===== src/rtl/mac_tree_seq.sv =====
// Job sequencer for an external 4-lane multiply-add tree: streams groups onto the
// tree operands, feeds the running accumulator back as the tree's c input, returns the sum.
module mac_tree_seq #(
  parameter int bw      = 4,
  parameter int psum_bw = 16,
  parameter int cnt_bw  = 8
) (
  input  logic                clk,
  input  logic                reset,
  input  logic                start,
  input  logic [cnt_bw-1:0]   num_groups,
  output logic                busy,
  input  logic                in_valid,
  output logic                in_ready,
  input  logic [4*bw-1:0]     x_in,
  input  logic [4*bw-1:0]     w_in,
  output logic [4*bw-1:0]     mac_x,
  output logic [4*bw-1:0]     mac_w,
  output logic [psum_bw-1:0]  mac_psum_in,
  input  logic [psum_bw-1:0]  mac_out,
  output logic                out_valid,
  input  logic                out_ready,
  output logic [psum_bw-1:0]  out_psum
);

  typedef enum logic [1:0] {IDLE, RUN, DONE} state_e;

  state_e              state_q, state_d;
  logic [cnt_bw-1:0]   num_q, num_d;
  logic [cnt_bw-1:0]   count_q, count_d;
  logic [psum_bw-1:0]  acc_q, acc_d;
  logic                op_valid_q, op_valid_d;
  logic [4*bw-1:0]     x_q, x_d, w_q, w_d;
  logic                busy_q, busy_d;
  logic                in_ready_q, in_ready_d;
  logic                out_valid_q, out_valid_d;
  logic                accept;

  assign accept = in_valid && in_ready_q;

  always_comb begin
    // NOTE: every _d gets its hold value first so no path leaves it unassigned (no latch).
    state_d    = state_q;
    num_d      = num_q;
    count_d    = count_q;
    acc_d      = acc_q;
    op_valid_d = op_valid_q;
    x_d        = x_q;
    w_d        = w_q;

    unique case (state_q)
      IDLE: begin
        if (start) begin
          num_d      = num_groups;
          acc_d      = '0;
          count_d    = '0;
          op_valid_d = 1'b0;
          state_d    = (num_groups == '0) ? DONE : RUN;
        end
      end
      RUN: begin
        op_valid_d = accept;
        if (accept) begin
          x_d     = x_in;
          w_d     = w_in;
          count_d = count_q + cnt_bw'(1);
        end
        // The group registered last edge is on the tree now; fold its result.
        if (op_valid_q) begin
          acc_d = mac_out;
          if (count_q == num_q) state_d = DONE;
        end
      end
      DONE: begin
        if (out_ready) state_d = IDLE;
      end
      default: state_d = IDLE;
    endcase

    // Handshake outputs are registered, so derive them from the next state.
    busy_d      = (state_d != IDLE);
    in_ready_d  = (state_d == RUN) && (count_d < num_d);
    out_valid_d = (state_d == DONE);
  end

  always_ff @(posedge clk) begin
    // NOTE: non-blocking assignments so every register samples pre-edge values.
    if (reset) begin
      state_q     <= IDLE;
      num_q       <= '0;
      count_q     <= '0;
      acc_q       <= '0;
      op_valid_q  <= 1'b0;
      x_q         <= '0;
      w_q         <= '0;
      busy_q      <= 1'b0;
      in_ready_q  <= 1'b0;
      out_valid_q <= 1'b0;
    end else begin
      state_q     <= state_d;
      num_q       <= num_d;
      count_q     <= count_d;
      acc_q       <= acc_d;
      op_valid_q  <= op_valid_d;
      x_q         <= x_d;
      w_q         <= w_d;
      busy_q      <= busy_d;
      in_ready_q  <= in_ready_d;
      out_valid_q <= out_valid_d;
    end
  end

  assign busy        = busy_q;
  assign in_ready    = in_ready_q;
  assign out_valid   = out_valid_q;
  assign mac_x       = x_q;
  assign mac_w       = w_q;
  assign mac_psum_in = acc_q;
  assign out_psum    = acc_q;

endmodule


===== config.mk =====
export PLATFORM = sky130hd
export DESIGN_NAME = mac_tree_seq
export DESIGN_NICKNAME = d
export VERILOG_FILES = /design/src/rtl/mac_tree_seq.sv
export SDC_FILE = /design/constraint.sdc
export NUM_CORES = 1
export LEC_CHECK = 0
export BUFFER_PORTS_ARGS = -buffer_cell sky130_fd_sc_hd__buf_2
export CELL_PAD_IN_SITES_DETAIL_PLACEMENT = 1
export CELL_PAD_IN_SITES_GLOBAL_PLACEMENT = 1
export CORE_ASPECT_RATIO = 1.75
export CORE_MARGIN = 2
export CORE_UTILIZATION = 31
export DETAILED_ROUTE_END_ITERATION = 7
export PLACE_DENSITY = 0.79
export REMOVE_ABC_BUFFERS = 1
export SLEW_MARGIN = 20
export SYNTH_ARGS = -nofsm -noshare
export SYNTH_HDL_FRONTEND = slang
export SYNTH_SLANG_ARGS = --single-unit

===== constraint.sdc =====
create_clock -name clk -period 2 [get_ports clk]
set_input_delay 0.2 -clock clk [delete_from_list [all_inputs] [get_ports clk]]
set_output_delay 0.2 -clock clk [all_outputs]
set_load 0.01 [all_outputs]

==> metrics.txt <==
outcome=complete, but fails checks; violations in the final reports=setup timing; Max Cap Viol=0; crit share post-route=1.08; post-synth top area share=0.456; Final #Nets=559; Pint=2.88 mW; die width=79.2 um; n_diodes=0; gr ovfl total=0; synth warn=0; Routed Antenna Nets=0; met1 WL=3.51 mm; H-tree levels=3; R2R cell count=7; final RePlAce weighted congestion=0.817; Setup TNS=-0.151 ns; DR vias=3019; layout cell share with drive strength beyond 1=0.398; Critical Path End=in_ready$_SDFF_PP0_; Yosys reg bits=70; num rows=48; Core ar.=9730 sq um; Max FO, Critical Path=6; pwr dens=859 nW/um^2; CTS clk-pin slew, worst paths=0.06 ns; routed len/inst=16.0 um; Num Clock Sinks=70; combinational group share of total power=0.108; Synth area leaders=dfxtp_1 (46%), nand2_1 (11%), a21oi_1 (8.3%); Mapped Cells=358; Startpoint Class=register; CP endpoint kind=register; Fin Clk Skew=0.00614 ns; Area Overhead vs Synth=40.6%; Worst-Skew Late Latency=0.33 ns; Syn Area/Cell=8.58 sq um; number of enable flip-flop cells after synthesis=0; largest net degree at the start of global routing=58; endpoints failing hold=0; RSZ-0062 raised after global routing=yes; worst reg2reg endpoint=in_ready$_SDFF_PP0_; Sw Share=0.225; first-pass GRT wire length=15.6 mm; Reg2Reg Launch Point=state_q[1]$_SDFF_PP0_; Placed Cells=600; Min-Delay Path Class=in2reg; die area=10800 sq um; drt pass-1 iters=4; Routed met3 length=284 um; peak supply drop=0.382 mV; Fmax=0.465 GHz; Root Buffer=clkbuf_16; CP startpoint=state_q[1]$_SDFF_PP0_; Top Ports=128; pin slew with the least headroom to its limit=0.524 ns; DRT Wirelength=9.94 mm; max layer used=met4; met2 WL post-DR=5.76 mm; post-synthesis cell type with the largest combined area=dfxtp_1; CTS buffer count=9; initial detailed-routing violation count=85; die height=136 um; Setup WS post-layout=-0.151 ns; count leader, synth=nand2_1; dpl hpwl=7.41 mm; Synth Flop Type=dfxtp_1; final number of setup-violating endpoints=1; design area=4320 sq um; GR Util All Layers=0.188; Lkg Pwr=1.97 nW; worst hold slack=0.104 ns; Synth cell types=43; fillcell total=1191; most instantiated cells after synthesis=nand2_1 (92), dfxtp_1 (70), a21oi_1 (51); Starting Density=0.316; placed cell areas=3840 sq um; sequential share of the synthesized area=0.456; Net Sw Power=834 uW; fin. max-slew vios=0; vias in the first global route=3215; Final Non-Filler Cells=620; Vias/cell=4.87; Data required, critical path=2.24 ns; cell area after synthesis=3070 sq um; CP Class=reg2reg; IO Port Bufs=127; R2R Setup Slk=-0.15 ns; share of total power in the clock network=0.497; min cycle time layout=2.15 ns; critical path arrival=2.39 ns; DRC violations left=0; Max Buffers Root-to-Sink=2; initial antenna violation count=0; relative slew slack=0.648; asr flop ratio synth=0; Reg power frac=0.395; CTS tree=built
## how the worst min path moves through the flow
stage | from | to | slack, ns | cells after the start
floorplan | reset | count_q[0]$_SDFF_PP0_ | 0.27 | 1
global placement | mac_x[8]$_SDFFE_PP0P_ | mac_x[8]$_SDFFE_PP0P_ | 0.44 | 2
detailed placement | mac_x[14]$_SDFFE_PP0P_ | mac_x[14]$_SDFFE_PP0P_ | 0.44 | 2
CTS | x_in[11] | mac_x[11]$_SDFFE_PP0P_ | 0.09 | 3
global route | x_in[2] | mac_x[2]$_SDFFE_PP0P_ | 0.11 | 3
finish | x_in[11] | mac_x[11]$_SDFFE_PP0P_ | 0.10 | 3
## metal layers
layer  global-route usage  up-vias
met3               0.0227       20
met5                    0        -
met2                0.364       77
li1                     -     1457
met1                0.182     1465
met4                0.118        0
## layout make-up
class	instances	area [sq um]	area share
flip-flops and latches	70	1410	0.326
clock inverters	6	109	0.0252
clock buffers	10	239	0.0553
well taps	125	156	0.0362
repair buffers	160	903	0.209
multi-input cells	249	1500	0.348
## kinds of logic (layout without fill, tap and decap cells)
| group | count (synthesis) | count (layout) | synth area share |
|---|---|---|---|
| buffers and inverters | 39 | 176 | 0.0827 |
| and+or+nand+nor | 152 | 152 | 0.229 |
| DFF | 70 | 70 | 0.456 |
| muxes | 14 | 14 | 0.0472 |
| xor gates and xnor gates | 8 | 8 | 0.0228 |
| AOI/OAI and AO/OA | 67 | 67 | 0.130 |
| adders and majority gates | 8 | 8 | 0.0326 |
## worst max-delay path: stages, from the launching register on
cell	delay [ns]
dfxtp_4	0.36
and4b_2	0.38
nand4_1	0.15
mux2i_2	0.25
ha_1	0.29
and3_4	0.19
a221o_1	0.31
nor4_2	0.14
## power by group through the flow
| stage | Combinational [mW] | Sequential [mW] | Clock, mW |
|---|---|---|---|
| 2_1_floorplan | 0.132 | 1.51 | 0 |
| 3_3_place_gp | 0.361 | 1.49 | 0 |
| 3_5_place_dp | 0.374 | 1.49 | 0 |
| 4_1_cts | 0.405 | 1.46 | 1.88 |
| 5_1_grt | 0.439 | 1.47 | 1.95 |
| 6_report | 0.402 | 1.46 | 1.84 |
## cell usage in the layout, fill, tap and decap left out, types with 8 or more instances in the layout
cell,n
a21oi_1,51
xnor2_1,8
nand3_1,20
buf_2,127
dfxtp_1,68
buf_4,30
nor2_1,11
nand2_1,92
clkbuf_16,9
## flip-flops by register name, summed over array words and instances (netlist names)
register	flops
in_ready	1
op_valid_q	1
state_q	2
count_q	8
num_q	8
busy	1
mac_x	16
out_valid	1
mac_psum_in	16
mac_w	16
## metrics by stage
step | utilization | worst slack [ns] | power (mW)
after floorplan | - | -0.673 | 1.64
after global placement | 0.395 | -0.0934 | 1.85
after detailed placement | 0.395 | -0.153 | 1.87
after CTS | 0.442 | -0.0708 | 3.75
after global routing | 0.444 | -0.264 | 3.86
final | 0.444 | -0.151 | 3.71
## timing repair
action,4_1_cts,5_1_grt
hold buffers,0,0
setup buffers,3,2
pin swaps,7,0
endpoints found under the setup margin,1,1
gates cloned,0,0
resized for setup,20,1
Power figures use the tool's default switching activity.
